$ cat src/rtl/control_types_pkg.sv
// Control encodings shared by the decoder and every pipeline register.
package control_types_pkg;

  // Writeback source select; WB_ALU doubles as the bubble encoding.
  typedef enum logic [1:0] {
    WB_ALU      = 2'd0,
    WB_MEM      = 2'd1,
    WB_PC_PLUS4 = 2'd2
  } reg_wr_src_t;

  // Data-memory access type/size; MEM_NONE doubles as the bubble encoding.
  typedef enum logic [3:0] {
    MEM_NONE = 4'd0,
    MEM_LB   = 4'd1,
    MEM_LH   = 4'd2,
    MEM_LW   = 4'd3,
    MEM_LBU  = 4'd4,
    MEM_LHU  = 4'd5,
    MEM_SB   = 4'd6,
    MEM_SH   = 4'd7,
    MEM_SW   = 4'd8
  } mem_op_t;

endpackage : control_types_pkg

$ cat src/rtl/ex_mem_register_pkg.sv
// Widths and payload layout of the EX->MEM pipeline register.
package ex_mem_register_pkg;

  import control_types_pkg::*;

  localparam int unsigned EX_MEM_XLEN      = 32;
  localparam int unsigned EX_MEM_REG_IDX_W = 5;

  // Everything the MEM stage needs from EX, held as one flop vector.
  typedef struct packed {
    logic                          reg_do_write;
    reg_wr_src_t                   reg_wr_src;
    logic                          mem_do_write;
    mem_op_t                       mem_ctrl;
    logic [EX_MEM_XLEN-1:0]        pc_plus4;
    logic [EX_MEM_XLEN-1:0]        alu_result;
    logic [EX_MEM_XLEN-1:0]        mem_data_in;
    logic [EX_MEM_REG_IDX_W-1:0]   wr_reg_idx;
  } ex_mem_bus_t;

  // All-zero payload: no register write, no memory access, destination x0.
  localparam ex_mem_bus_t EX_MEM_BUBBLE = '0;

endpackage : ex_mem_register_pkg

$ cat src/rtl/ex_mem_register.sv
// EX->MEM pipeline register with hazard-unit flush (clear) and stall (enable low).
// The payload struct is laid out with the package widths, so XLEN/REG_IDX_W
// are expected to stay at their package defaults.
module ex_mem_register
  import control_types_pkg::*;
  import ex_mem_register_pkg::*;
#(
  parameter int unsigned XLEN      = EX_MEM_XLEN,
  parameter int unsigned REG_IDX_W = EX_MEM_REG_IDX_W
) (
  input  logic                 clk,
  input  logic                 rst_n,
  input  logic                 clear,
  input  logic                 enable,
  input  logic                 reg_do_write_ctrl_ex,
  input  reg_wr_src_t          reg_wr_src_ctrl_ex,
  input  logic                 mem_do_write_ctrl_ex,
  input  mem_op_t              mem_ctrl_ex,
  input  logic [XLEN-1:0]      pc_plus4_ex,
  input  logic [XLEN-1:0]      alu_result_ex,
  input  logic [XLEN-1:0]      mem_data_in_ex,
  input  logic [REG_IDX_W-1:0] wr_reg_idx_ex,
  output logic                 reg_do_write_ctrl_mem,
  output reg_wr_src_t          reg_wr_src_ctrl_mem,
  output logic                 mem_do_write_ctrl_mem,
  output mem_op_t              mem_ctrl_mem,
  output logic [XLEN-1:0]      pc_plus4_mem,
  output logic [XLEN-1:0]      alu_result_mem,
  output logic [XLEN-1:0]      mem_data_in_mem,
  output logic [REG_IDX_W-1:0] wr_reg_idx_mem
);

  ex_mem_bus_t ex_bus;
  ex_mem_bus_t stage_d;
  ex_mem_bus_t stage_q;

  // Gather the EX-stage fields into the payload struct.
  always_comb begin
    ex_bus              = EX_MEM_BUBBLE;
    ex_bus.reg_do_write = reg_do_write_ctrl_ex;
    ex_bus.reg_wr_src   = reg_wr_src_ctrl_ex;
    ex_bus.mem_do_write = mem_do_write_ctrl_ex;
    ex_bus.mem_ctrl     = mem_ctrl_ex;
    ex_bus.pc_plus4     = pc_plus4_ex;
    ex_bus.alu_result   = alu_result_ex;
    ex_bus.mem_data_in  = mem_data_in_ex;
    ex_bus.wr_reg_idx   = wr_reg_idx_ex;
  end

  // Next payload: flush beats stall so a bubble still enters a held stage.
  always_comb begin
    stage_d = stage_q;
    if (clear) begin
      stage_d = EX_MEM_BUBBLE;
    end else if (enable) begin
      stage_d = ex_bus;
    end
  end

  // Stage flops with synchronous active-low reset to the bubble.
  always_ff @(posedge clk) begin
    if (!rst_n) begin
      stage_q <= EX_MEM_BUBBLE;
    end else begin
      stage_q <= stage_d;
    end
  end

  // Present the held payload to the MEM stage.
  assign reg_do_write_ctrl_mem = stage_q.reg_do_write;
  assign reg_wr_src_ctrl_mem   = stage_q.reg_wr_src;
  assign mem_do_write_ctrl_mem = stage_q.mem_do_write;
  assign mem_ctrl_mem          = stage_q.mem_ctrl;
  assign pc_plus4_mem          = stage_q.pc_plus4;
  assign alu_result_mem        = stage_q.alu_result;
  assign mem_data_in_mem       = stage_q.mem_data_in;
  assign wr_reg_idx_mem        = stage_q.wr_reg_idx;

endmodule : ex_mem_register

$ cat config.mk
export PLATFORM = sky130hd
export DESIGN_NAME = ex_mem_register
export DESIGN_NICKNAME = d
export VERILOG_FILES = /design/src/rtl/control_types_pkg.sv /design/src/rtl/ex_mem_register_pkg.sv /design/src/rtl/ex_mem_register.sv
export SDC_FILE = /design/constraint.sdc
export NUM_CORES = 1
export LEC_CHECK = 0
export ABC_AREA = 1
export ABC_CLOCK_PERIOD_IN_PS = 1100
export BUFFER_PORTS_ARGS = -buffer_cell sky130_fd_sc_hd__buf_2
export CAP_MARGIN = 20
export CORE_ASPECT_RATIO = 0.9
export CORE_UTILIZATION = 35
export CTS_CLUSTER_DIAMETER = 120
export CTS_CLUSTER_SIZE = 25
export DETAILED_ROUTE_END_ITERATION = 8
export GPL_TIMING_DRIVEN = 0
export PLACE_DENSITY = 0.67
export RECOVER_POWER = 25
export SLEW_MARGIN = 20
export SYNTH_ARGS = -nofsm -noshare
export SYNTH_HDL_FRONTEND = slang
export SYNTH_SLANG_ARGS = --single-unit
$ cat constraint.sdc
create_clock -name clk -period 1.1 [get_ports clk]
set_clock_uncertainty 0.05 [all_clocks]
set_input_delay 0.22 -clock clk [delete_from_list [all_inputs] [get_ports clk]]
set_output_delay 0.22 -clock clk [all_outputs]
set_load 0.1 [all_outputs]
======== After elaboration in Yosys (flattened, before gate mapping) ========
Index checks and enable logic that the tools add are counted.
word-level totals
  input bits .............................. 113
  register bits after elaboration ......... 109
  output and inout bits ................... 109
cells by class
  bitwise logic cells ..................... 1
  reductions and logical operators ........ 1
operators by type and width
  operator            count
  OR reduction 2 bit  1
  inverter 1 bit      1

======== Longest topological paths before layout ========
  depth in word-level cells ............... 2
  depth in mapped cells ................... 5
  gate-level depth less buffers ........... 3

======== Worst setup path after synthesis ========
No wires, ideal clock.
  path type ............................... reg2reg
  from .................................... reg, netlist name alu_result_mem[0]
  to ...................................... reg stage_q, in the netlist alu_result_mem[0]
  arrival ................................. 1.163 ns
  cell stages (with the launch flop) ...... 3
  setup time .............................. 0.070 ns
  path buffers ............................ 0
  period minus slack after synthesis ...... 1.283 ns
  slack ................................... -0.183 ns
  required time ........................... 0.980 ns
  cells stage by stage .................... dfxtp_1 nand2_1 a21oi_1
RTL lines
  item                  line                   RTL
  to (signal assigned)  ex_mem_register.sv:65  stage_q <= stage_d;
  to (decl)             ex_mem_register.sv:35  ex_mem_bus_t stage_q;

======== Worst setup path in the final report ========
  from .................................... reg stage_q, in the netlist pc_plus4_mem[0]
  to ...................................... out pc_plus4_mem[0]
RTL lines
  item       line                   RTL
  to (decl)  ex_mem_register.sv:27  output logic [XLEN-1:0] pc_plus4_mem,
No word-level cell between the ends.

==> impl_metrics.py <==
metrics = {
    "run_status": {
        "status": "complete, but fails checks",
        "violations": "setup timing",
    },
    "yosys": {
        "synthCells": 473,
        "yosysWarnings": 0,
        "seq_area_frac_synth_pct": 58.6,
        "ys_types": 11,
        "synth_fp_nets": 586,
        "synth.ff_latch_count": 109,
        "synth.cell_area_um2": 3720,
        "avgSynthCellArea_um2": 7.87,
    },
    "floorplan": {
        "dieHeight_um": 99.8,
        "die-area_um2": 11100,
        "row_count": 35,
        "core_um2": 10300,
        "fp.dieW_um": 111,
        "start_util_pct": 36.2,
        "io_pins": 222,
    },
    "finish": {
        "diodes": 0,
        "final_area_um2": 7270,
        "stdcell_count": 866,
        "fill_cells": 709,
        "final_common_cell": "nand2_1",
        "regArea_um2": 2330,
        "area_growth_pct": 95.4,
        "final_cell_mix": "218 x nand2_1, 124 x buf_2, 109 x a21oi_1, 109 x buf_12, 103 x dfxtp_2",
        "multi_input_area_um2": 1370,
        "layout-drive-gt1-share_pct": 53.1,
        "nNetsFinal": 845,
    },
    "pwr": {
        "p_seq_share_pct": 44.2,
        "switching_share_pct": 30.1,
        "ir_worst_vdd_v": 0.00112,
        "p_leak_nw": 3.09,
        "power_mw": 9.55,
        "power_switching_mw": 2.87,
        "combPwrFrac_pct": 22.2,
        "p_int_mw": 6.68,
        "clockPowerShare_pct": 33.6,
        "powerDensity_nw_per_um2": 1310,
    },
    "detailed_routing": {
        "wl_met1_mm": 5.02,
        "dr_total_vias": 4172,
        "via_per_inst": 4.82,
        "routedWlPerCell_um": 15.2,
        "ant_nets": 0,
        "drt_pass1_iterations": 4,
        "drc": 0,
        "wl_met3_um": 871,
        "first_iter_violations": 269,
        "wl_mm": 13.2,
        "wl_met2_mm": 7.03,
        "highest_layer": "met4",
    },
    "global_routing": {
        "grtUsageTotal_pct": 22.7,
        "grt_pass1_wl_mm": 20.0,
        "grt_antenna_before_repair": 0,
        "grt_max_degree": 17,
        "grt_overflow": 0,
        "grt_pass1_vias": 4160,
    },
    "hold_path": {
        "min_from": "pc_plus4_ex[26]",
        "hold_path_class": "input pin to flip-flop",
        "holdPathStages": 3,
        "min_to": "pc_plus4_mem[26]$_SDFFE_PP0P_",
    },
    "placement": {
        "placed_cell_area_um2": 5130,
        "dp.final_hpwl_mm": 7.79,
        "io_buffers": 221,
        "place_inst": 823,
        "gp_congestion": 0.756,
    },
    "worst_setup_path": {
        "startpoint_type": "flip-flop",
        "critPathKind": "flip-flop to output pin",
        "worst_r2r_path_depth": 4,
        "critPathSlowestCell": "dfxtp_2",
        "rr_endpoint": "pc_plus4_mem[19]$_SDFFE_PP0P_",
        "reg2reg_slack_ns": 0.20,
        "crit_required_ns": 0.83,
        "path_buf_inv": 1,
        "arrival_ns": 0.89,
        "cp_max_fo": 2,
        "crit_chain": "buf_12",
        "r2r_start": "pc_plus4_mem[19]$_SDFFE_PP0P_",
        "crit_family": "flip-flops",
        "crit_path_end_kind": "output pin",
        "slowest_delay_ns": 0.37,
    },
    "clocking": {
        "h-tree-depth": 3,
        "numCtsBuffers": 9,
        "clk_root_buffer_cell": "clkbuf_16",
        "cts_tree": "done",
        "clock_latency_ns": 0.33,
        "clkTransAtPathRegs_ns": 0.07,
        "clock-sinks": 109,
        "clock_path_buffers": 2,
    },
    "timing": {
        "max_freq_ghz": 0.865,
        "max_slew_margin_pct": 64.8,
        "finalCritPeriodShare_pct": 105,
        "setup_viol": 109,
        "worst_slew_pin_slew_ns": 0.527,
        "layout_min_cycle_time_ns": 1.16,
        "final-max-slew-violation-count": 0,
        "rsz0062_at_grt": "true",
        "hold_violations": 0,
        "setup_ws_ns": -0.0559,
    },
    "flow_run": {
        "cap_viol_max_count": 0,
    },
}
## registers in the layout, summed over array words and instances (netlist names)
signal	count
alu_result_mem	32
pc_plus4_mem	32
reg_wr_src_ctrl_mem	2
mem_ctrl_mem	4
mem_data_in_mem	32
wr_reg_idx_mem	5
mem_do_write_ctrl_mem	1
reg_do_write_ctrl_mem	1
## cell type report
| type | instances | area share [%] |
|---|---|---|
| well taps | 129 | 2.22 |
| flip-flops and latches | 109 | 32.1 |
| plain buffers | 34 | 2.24 |
| clock buffers | 12 | 3.39 |
| repair buffers | 248 | 40.5 |
| multi-input cells | 328 | 18.8 |
| clock inverters | 4 | 0.654 |
| inverters | 2 | 0.103 |
## logic make-up after synthesis
logic type | count (synthesis) | share of synthesized area [%]
compound gates | 109 | 14.7
buf+inv | 36 | 4.57
flops | 109 | 58.6
simple gates | 219 | 22.2
## cell usage after synthesis
master / count / share of area (%)
dfxtp_1: 109 / 59
clkbuf_1: 8 / 0.81
nand2_2: 1 / 0.17
buf_4: 3 / 0.60
buf_6: 1 / 0.30
nand2_1: 218 / 22
buf_1: 9 / 0.91
buf_2: 13 / 1.7
a21oi_1: 109 / 15
inv_2: 1 / 0.10
inv_1: 1 / 0.10
## through the flow
step	utilization, %	worst slack (ns)	hold WS, ns	TNS [ns]
2_1_floorplan	-	0.127	0.303	0
3_3_place_gp	49.8	-0.254	0.392	-15.11
3_5_place_dp	49.8	-0.296	0.397	-19.24
4_1_cts	69.4	-0.0724	0.0532	-5.58
5_1_grt	70.7	-0.0856	0.0638	-7.84
6_report	70.7	-0.0559	0.0708	-4.21
## layer usage
layer	up-vias	global-route usage (%)
met5	-	0
met4	0	7.49
met3	23	6.34
met2	180	43.2
met1	1943	24.3
li1	2026	-
## repair_timing
item | 4_1_cts | 5_1_grt
resized for setup | 436 | 10
setup endpoints to repair | 109 | 114
hold buffers | 0 | 0
setup buffers | 11 | 16
## worst max-delay path by stage
| stage | from | to | slack, ns | cells after the start |
|---|---|---|---|---|
| global placement | enable | wr_reg_idx_mem[1]$_SDFFE_PP0P_ | -0.25 | 5 |
| floorplan | alu_result_mem[0]$_SDFFE_PP0P_ | alu_result_mem[0]$_SDFFE_PP0P_ | 0.13 | 2 |
| global route | enable | pc_plus4_mem[30]$_SDFFE_PP0P_ | -0.09 | 6 |
| finish | pc_plus4_mem[0]$_SDFFE_PP0P_ | pc_plus4_mem[0] | -0.06 | 1 |
| detailed placement | enable | mem_data_in_mem[0]$_SDFFE_PP0P_ | -0.30 | 5 |
| CTS | alu_result_mem[14]$_SDFFE_PP0P_ | alu_result_mem[14] | -0.07 | 1 |
## power groups by stage
stage	clock [mW]	combinational, mW	sequential (mW)
global placement	0	1.65	4.24
global route	3.44	2.20	4.23
CTS	3.29	2.07	4.23
finish	3.21	2.12	4.22
detailed placement	0	1.66	4.24
floorplan	0	0.334	5.15
Note: power is estimated with default switching activity, not from simulation.
